`src/rtl/pe_status_cfg_writer_pkg.sv`:
```
// Shared constants, widths and state encoding for the PE status-register configuration writer.
package pe_status_cfg_writer_pkg;

    localparam int LAYER_W     = 3;
    localparam int ACT_W       = 6;
    localparam int ACT_NUM     = 8;
    localparam int STAT_ADDR_W = 16;
    localparam int STAT_DATA_W = 16;

    localparam logic [STAT_ADDR_W-1:0] ADDR_LAYER = 16'd0;
    localparam logic [STAT_ADDR_W-1:0] ADDR_ACT01 = 16'd2;
    localparam logic [STAT_ADDR_W-1:0] ADDR_ACT23 = 16'd4;
    localparam logic [STAT_ADDR_W-1:0] ADDR_ACT45 = 16'd6;
    localparam logic [STAT_ADDR_W-1:0] ADDR_ACT67 = 16'd8;

    typedef enum logic [1:0] {
        ST_IDLE,
        ST_LAYER,
        ST_ACT,
        ST_DONE
    } state_t;

    function automatic logic [STAT_ADDR_W-1:0] act_pair_addr(input logic [1:0] k);
        case (k)
            2'd0:    return ADDR_ACT01;
            2'd1:    return ADDR_ACT23;
            2'd2:    return ADDR_ACT45;
            default: return ADDR_ACT67;
        endcase
    endfunction

    // Pair k packs act_no[2k] in the low byte and act_no[2k+1] in the high byte.
    function automatic logic [STAT_DATA_W-1:0] act_pair_data(input logic [ACT_NUM*ACT_W-1:0] act,
                                                             input logic [1:0] k);
        int idx;
        logic [ACT_W-1:0] lo;
        logic [ACT_W-1:0] hi;
        idx = 2 * ACT_W * int'(k);
        lo  = act[idx +: ACT_W];
        hi  = act[idx + ACT_W +: ACT_W];
        return {2'b00, hi, 2'b00, lo};
    endfunction

endpackage

```
`src/rtl/pe_status_cfg_writer_prio.sv`:
```
// Lowest-set-bit priority encoder: one-hot of the lowest selected PE plus a valid flag.
module pe_mask_prio_enc #(
    parameter int PE_NUM = 4
) (
    input  logic [PE_NUM-1:0] mask,
    output logic [PE_NUM-1:0] onehot,
    output logic              valid
);

    // Two's-complement trick isolates the lowest set bit.
    assign onehot = mask & ((~mask) + {{(PE_NUM-1){1'b0}}, 1'b1});
    assign valid  = |mask;

endmodule

```
`src/rtl/pe_status_cfg_writer.sv`:
```
// Captures one network descriptor and replays it as status-register writes to each selected PE.
//
// state    | meaning
// ---------+---------------------------------------------------------------
// ST_IDLE  | ready for a descriptor; no writes
// ST_LAYER | writing layer_no to address 0 of the current PE
// ST_ACT   | writing act_no pair k to address 2k+2 of the current PE
// ST_DONE  | one-cycle completion pulse, then back to idle
module pe_status_cfg_writer
    import pe_status_cfg_writer_pkg::*;
#(
    parameter int PE_NUM = 4
) (
    input  logic                     clk,
    input  logic                     rst_n,
    input  logic                     cfg_valid,
    output logic                     cfg_ready,
    input  logic [LAYER_W-1:0]       cfg_layer_no,
    input  logic [ACT_NUM*ACT_W-1:0] cfg_act_no,
    input  logic [PE_NUM-1:0]        cfg_pe_mask,
    output logic [PE_NUM-1:0]        write_en,
    output logic [STAT_ADDR_W-1:0]   write_addr,
    output logic [STAT_DATA_W-1:0]   write_data,
    output logic                     busy,
    output logic                     done
);

    state_t                   state;
    logic [LAYER_W-1:0]       layer_no_q;
    logic [ACT_NUM*ACT_W-1:0] act_no_q;
    logic [PE_NUM-1:0]        rem_mask;
    logic [1:0]               pair_k;

    logic [PE_NUM-1:0]        enc_in;
    logic [PE_NUM-1:0]        enc_onehot;
    logic                     enc_valid;
    logic                     last_pair;

    // In idle the encoder looks ahead at the incoming mask so the first write
    // lands in the cycle right after the handshake; otherwise it picks the
    // next PE after the current one (held in write_en) is retired.
    assign enc_in    = (state == ST_IDLE) ? cfg_pe_mask : (rem_mask & ~write_en);
    assign last_pair = (pair_k == layer_no_q[2:1]);
    assign cfg_ready = (state == ST_IDLE);

    pe_mask_prio_enc #(.PE_NUM(PE_NUM)) u_prio_enc (
        .mask   (enc_in),
        .onehot (enc_onehot),
        .valid  (enc_valid)
    );

    always_ff @(posedge clk or negedge rst_n) begin
        if (!rst_n) begin
            state      <= ST_IDLE;
            layer_no_q <= '0;
            act_no_q   <= '0;
            rem_mask   <= '0;
            pair_k     <= '0;
            write_en   <= '0;
            write_addr <= '0;
            write_data <= '0;
            busy       <= 1'b0;
            done       <= 1'b0;
        end else begin
            case (state)
                ST_IDLE: begin
                    if (cfg_valid) begin
                        layer_no_q <= cfg_layer_no;
                        act_no_q   <= cfg_act_no;
                        rem_mask   <= cfg_pe_mask;
                        pair_k     <= '0;
                        busy       <= 1'b1;
                        if (enc_valid) begin
                            state      <= ST_LAYER;
                            write_en   <= enc_onehot;
                            write_addr <= ADDR_LAYER;
                            write_data <= {{(STAT_DATA_W-LAYER_W){1'b0}}, cfg_layer_no};
                        end else begin
                            state <= ST_DONE;
                            done  <= 1'b1;
                        end
                    end
                end
                ST_LAYER: begin
                    state      <= ST_ACT;
                    pair_k     <= '0;
                    write_addr <= act_pair_addr(2'd0);
                    write_data <= act_pair_data(act_no_q, 2'd0);
                end
                ST_ACT: begin
                    if (!last_pair) begin
                        pair_k     <= pair_k + 2'd1;
                        write_addr <= act_pair_addr(pair_k + 2'd1);
                        write_data <= act_pair_data(act_no_q, pair_k + 2'd1);
                    end else begin
                        rem_mask <= rem_mask & ~write_en;
                        pair_k   <= '0;
                        if (enc_valid) begin
                            state      <= ST_LAYER;
                            write_en   <= enc_onehot;
                            write_addr <= ADDR_LAYER;
                            write_data <= {{(STAT_DATA_W-LAYER_W){1'b0}}, layer_no_q};
                        end else begin
                            state      <= ST_DONE;
                            write_en   <= '0;
                            write_addr <= '0;
                            write_data <= '0;
                            done       <= 1'b1;
                        end
                    end
                end
                ST_DONE: begin
                    state <= ST_IDLE;
                    done  <= 1'b0;
                    busy  <= 1'b0;
                end
                default: state <= ST_IDLE;
            endcase
        end
    end

endmodule

```
`config.mk`:
```
export PLATFORM = sky130hd
export DESIGN_NAME = pe_status_cfg_writer
export DESIGN_NICKNAME = d
export VERILOG_FILES = /design/src/rtl/pe_status_cfg_writer_pkg.sv /design/src/rtl/pe_status_cfg_writer_prio.sv /design/src/rtl/pe_status_cfg_writer.sv
export SDC_FILE = /design/constraint.sdc
export NUM_CORES = 1
export LEC_CHECK = 0
export CAP_MARGIN = 20
export CORE_MARGIN = 10
export CORE_UTILIZATION = 45
export DETAILED_ROUTE_END_ITERATION = 6
export HOLD_SLACK_MARGIN = 0.03
export PLACE_DENSITY = 0.83
export SLEW_MARGIN = 10
export SYNTH_ARGS = -nofsm -noshare
export SYNTH_HDL_FRONTEND = slang
export SYNTH_SLANG_ARGS = --single-unit
```
`constraint.sdc`:
```
create_clock -name clk -period 2.61 [get_ports clk]
set_clock_uncertainty 0.1 [all_clocks]
set_input_delay 0.522 -clock clk [delete_from_list [all_inputs] [get_ports clk]]
set_output_delay 0.522 -clock clk [all_outputs]
set_load 0.02 [all_outputs]
```
# Word level (Yosys, flattened, before mapping)
# Cells that the tools add are included.
word_totals:
  elab_cells: 76
  output_inout_bits: 39
  register_bits: 97
  input_bits: 58
op_classes:
  n_addsub: 3
  n_shift: 2
  eq_ne: 9
  n_reduce_logical: 15
  n_bitwise: 4
  muxes: 32
  n_mul: 1
op_table:
  columns: ["op", "count"]
  rows:
  - ["one-hot mux 16 bit (3 select lines)", 2]
  - ["2-to-1 mux 16 bit", 5]
  - ["indexed part select 48 x 7 -> 6 bit", 1]
  - ["indexed part select 48 x 8 -> 6 bit", 1]
  - ["2-to-1 mux 4 bit", 7]
  - ["one-hot mux 4 bit (2 select lines)", 2]
  - ["2-to-1 mux 14 bit", 1]
  - ["one-hot mux 4 bit (3 select lines)", 1]
  - ["2-to-1 mux 2 bit", 5]
  - ["AND reduction 3 bit", 3]
  - ["bitwise AND 4 bit", 2]
  - ["NOT 4 bit", 2]
  - ["one-hot mux 2 bit (4 select lines)", 1]
  - ["AND reduction 2 bit", 4]
  - ["adder 6 x 3 -> 7 bit, second input constant", 1]
  - ["equality test 2 bit, second input constant", 3]
  - ["one-hot mux 2 bit (3 select lines)", 1]
  - ["nonzero test 3 bit", 2]
  - ["adder 4 x 1 -> 4 bit, second input constant", 1]
  - ["equality test 2 x 1 -> 1 bit, second input constant", 2]
  - ["zero test 2 bit", 2]
  - ["multiplier 2 x 2 -> 4 bit, first input constant", 1]
  - ["2-to-1 mux 1 bit", 4]
  - ["inequality test 2 bit, second input constant", 2]
  - ["9 further kinds", 10]

# Depth between registers and ports, before layout
depth:
  ltp_word: 9
  mapped_depth: 8
  ltp_nobuf: 7

# Modules after synthesis
# From an unflattened synthesis, not the netlist that was laid out.
hier_totals:
  cells_unflattened: 317
  area_unflattened_um2: 3940.0
by_module_without_submodules:
  columns: ["mod", "cells_each", "instances", "area_each_um2"]
  rows:
  - ["pe_status_cfg_writer", 312, 1, 3900.0]
  - ["pe_mask_prio_enc", 5, 1, 40.0]

# Worst setup path after synthesis
# Ideal clock, no wire load.
synth_timing:
  path_kind: "flip-flop to flip-flop"
  startpoint: "register pair_k[0]"
  endpoint: "register write_data[3]"
  n_path_buf: 3
  required_time_ps: 2387
  stages_incl_launch_ff: 9
  path_slack_ps: 215
  setup_ps: 123
  arrival_ps: 2172
  path_cell_list: "dfrtp_1 > buf_4 > buf_2 > inv_1 > ha_1 > clkbuf_1 > mux4_2 > a32oi_1 > o21ai_1"
synth_via:
  elab_chain_len: 5
  word_cells_on_any_way: 6
synth_rtl:
  columns: ["item", "line_no", "source"]
  rows:
  - ["start, declared", "pe_status_cfg_writer.sv:32", "logic [1:0] pair_k;"]
  - ["start signal, assigned", "pe_status_cfg_writer.sv:92", "pair_k <= pair_k + 2'd1;"]
  - ["adder 2 x 1 -> 2 bit", "pe_status_cfg_writer.sv:94", "write_data <= act_pair_data(act_no_q, pair_k + 2'd1);"]
  - ["multiplier 2 x 2 -> 4 bit", "pe_status_cfg_writer_pkg.sv:38", "idx = 2 * ACT_W * int'(k);"]
  - ["indexed part select 48 x 7 -> 6 bit", "pe_status_cfg_writer_pkg.sv:39", "lo = act[idx +: ACT_W];"]
  - ["2-to-1 mux 14 bit *", "pe_status_cfg_writer.sv:91", "if (!last_pair) begin"]
  - ["one-hot mux 16 bit (3 select lines) *", "pe_status_cfg_writer.sv:65", "case (state)"]
  - ["end signal, assigned", "pe_status_cfg_writer.sv:88", "write_data <= act_pair_data(act_no_q, 2'd0);"]
  - ["end signal, assigned", "pe_status_cfg_writer.sv:94", null]
  - ["end signal, assigned", "pe_status_cfg_writer.sv:102", "write_data <= {{(STAT_DATA_W-LAYER_W){1'b0}}, layer_no_q};"]
  - ["end, declared", "pe_status_cfg_writer.sv:23", "output logic [STAT_DATA_W-1:0] write_data,"]
# Mark *: on every way between the ends. The rest lies on a longest branch, timed or not.
# A chain may end at the register's enable or synchronous reset.

# Worst setup path in the final report
layout_timing:
  startpoint: "register state[0]"
  endpoint: "output port cfg_ready"
layout_via:
  elab_chain_len: 1
layout_rtl:
  columns: ["item", "line_no", "source"]
  rows:
  - ["start, declared", "pe_status_cfg_writer.sv:28", "state_t state;"]
  - ["start signal, assigned", "pe_status_cfg_writer.sv:54", "state <= ST_IDLE;"]
  - ["start signal, assigned", "pe_status_cfg_writer.sv:74", "state <= ST_LAYER;"]
  - ["start signal, assigned", "pe_status_cfg_writer.sv:79", "state <= ST_DONE;"]
  - ["zero test 2 bit", "pe_status_cfg_writer.sv:44", "assign cfg_ready = (state == ST_IDLE);"]
  - ["end, declared", "pe_status_cfg_writer.sv:17", "output logic cfg_ready,"]
# No other way between the ends.

==> reports/qor.txt <==
outcome = completed
Crit Path Category = reg2out
wire per inst = 17.7 µm
# diodes = 0
postcts setup bufs = 0
LEAKAGE = 2.12 nW
CTS max path bufs = 2
Worst-path clk slew = 0.09 ns
worst-margin pin slew = 0.682 ns
initial antenna violation count = 0
Post-DRT Antenna Nets = 0
fin. max-slew vios = 0
CTS tree = yes
starting density of the core = 46.8%
HPWL after DPL = 6.63 mm
DRC = 0
Detailed Route Iter0 Violations = 89
minimum clock period = 2.48 ns
Gate Count Post-Synth = 312
die width = 113 µm
Cell Rows = 33
Main synth FF type = dfrtp_1
Post-CTS Hold Fix Bufs = 0
first-pass GRT wire length = 14.7 mm
Post-Layout Cell Count = 506
gpl congestion = 0.794
TNS Setup = 0 ns
WP buf/inv = 2
Inserted Clock Buffers = 9
Final period util = 95.0%
cell area after synthesis = 0.00390 mm²
Netlist cell types = 37
I/O Buffers = 79
Power Dens Cells = 1150 mW/mm²
routed wire length = 8.94 mm
Hold Crit Class = in2async
crit-path max cell delay = 0.64 ns
Worst path top cell family by delay = buffers and inverters
worst relative slew slack = 54.5%
post-synthesis sequential area ratio = 51.3%
Post-synth EDFFs = 0
fmax = 403 MHz
VDD IR max = 480 µV
CP Cell Sequence = inv_1, ha_2, clkdlybuf4s50_1
global-route usage over all layers = 14.0%
CP startpoint kind = register
unrepaired setup endpoints after global routing = false
core area = 0.00834 mm²
Crit. End Element = output port
most frequent cells in the layout = dfrtp_1, clkdlybuf4s50_1, mux2_2
CTS Root Cell = clkbuf_8
Vias = 2729
Avg Inst Size Synth = 12.5 µm²
die footprint = 0.0128 mm²
clk_lat worst skew = 0.35 ns
largest net degree at the start of global routing = 57
commonest non-fill, non-tap cell in the layout = dfrtp_1
R2R depth = 7
Layout area overhead = 27.4%
I/O pin cnt = 97
worst-path cell with the longest stage delay = clkdlybuf4s50_1
vias in the first global route = 3060
FF+latch count, synth = 80
area fraction of the dominant cell type after synthesis = 51.3%
Fin. Hold Viols = 0
Pre-antenna DRT Iters = 4
H-tree depth = 3
final net count = 461
WP depth = 3
CP Data Required Time = 1.99 ns
vias per inst = 5.39
number of setup violations in the final report = 0
crit path DAT = 1.86 ns
asr flop ratio synth = 100%
gr ovfl total = 0
dpl cells = 490
synth top area cells = dfrtp_1, mux2_2, mux4_2
Synth Warn # = 0
Max Cap Viol = 0
die height = 113 µm
Yosys top cell by area = dfrtp_1
share of layout cells above drive strength 1 = 24.7%
worst-path fanout max = 8
clock sinks = 80
## report_power, final
group | leakage (nW) | switching (mW) | internal (mW)
logic | 1.06 | 1.33 | 1.40
registers | 0.978 | 0.349 | 1.81
clock network | 0.0889 | 0.456 | 0.345
## synthesized netlist by cell type, types with 2 or more instances
cell and instances:
nand3_1 3, nor3b_1 5, inv_1 7, mux2i_1 2, mux2_2 51, nor2_1 15
nand2_1 29, dfrtp_1 80, a32oi_1 9, ha_1 7, a31oi_1 2, o31ai_1 4
o21ai_1 14, a221oi_1 3, buf_4 20, clkbuf_1 4, and2_1 2, o21ai_0 7
buf_2 9, mux2_1 4, xnor2_1 2, mux4_2 12, a21oi_1 3, a22o_1 5
## state kept, by name (all words and copies together) (netlist names)
register	flops
act_no_q	48
write_data	12
layer_no_q	3
write_addr	3
state	2
done	1
pair_k	2
write_en	4
rem_mask	4
busy	1
## cells by family (layout without fill, tap and decap cells)
kind of cell    count (synthesis)  in the layout  share of synthesized area [%]
compound gates                 53             53                           9.59
xor+xnor                        3              3                          0.673
fa+ha+maj                       7              7                           2.24
buf+inv                        41            114                           6.16
flops                          80             80                           51.3
mux                            69             69                           23.3
other cells                     1             17                         0.0961
simple gates                   58             58                           6.64
## final timing paths
| kind | startpoint | end | slack (ns) |
|---|---|---|---|
| setup / recovery | state[0] | cfg_ready | 0.13 |
| hold / removal | rst_n | act_no_q[29] | 0.1 |
| setup reg to reg | state[0] | write_data[0] | 0.24 |
| hold reg to reg | write_addr[3] | write_addr[3] | 0.39 |
| max in group asynchronous | rst_n | rem_mask[1] | 1.60 |
| min in group clk | write_addr[3] | write_addr[3] | 0.39 |
## per-stage QoR
step / area, µm² / total power [mW] / hold slack [ns] / utilization (%) / worst slack [ns]
floorplan: 3960 / 4.02 / 0.126 / - / 0.215
global placement: 4790 / 4.77 / 0.369 / 57.4 / 0.223
detailed placement: 4790 / 4.91 / 0.380 / 57.4 / 0.0964
CTS: 4960 / 5.72 / 0.116 / 59.5 / 0.0316
global route: 4970 / 6.10 / 0.145 / 59.6 / 0.00956
finish: 4970 / 5.69 / 0.0987 / 59.6 / 0.132
## worst register-to-register path: stages, from the launching register on
cell       delay, ns
dfrtp_1         0.42
inv_1           0.12
ha_2            0.26
and2_1          0.19
a2111oi_2       0.48
a31oi_2         0.22
a221oi_1        0.35
o31ai_1         0.11
## repair_timing
item | 4_1_cts | 5_1_grt
resized for setup | 0 | 2
setup endpoints to repair | 0 | 4
endpoints found under the hold margin | 0 | 0
## per-layer routing
layer  part of all wire, %  global-route usage (%)  routed length, µm  vias up
met5                     0                       0                  0        -
met4                  0.86                    4.31                 77        0
met3                   8.7                    6.76                776        9
met2                    48                    22.1               4260       97
met1                    43                    16.3               3820     1365
li1                      -                       -                  -     1258
## final cells by class
type | instances | area [µm²]
Multi-Input combinational cell | 207 | 1740
Tap cell | 105 | 131
Clock inverter | 7 | 48.8
Clock buffer | 9 | 124
Inverter | 7 | 26.3
Sequential cell | 80 | 2000
Fill cell | 669 | 3370
Timing Repair Buffer | 91 | 903
Power figures use the tool's default switching activity.
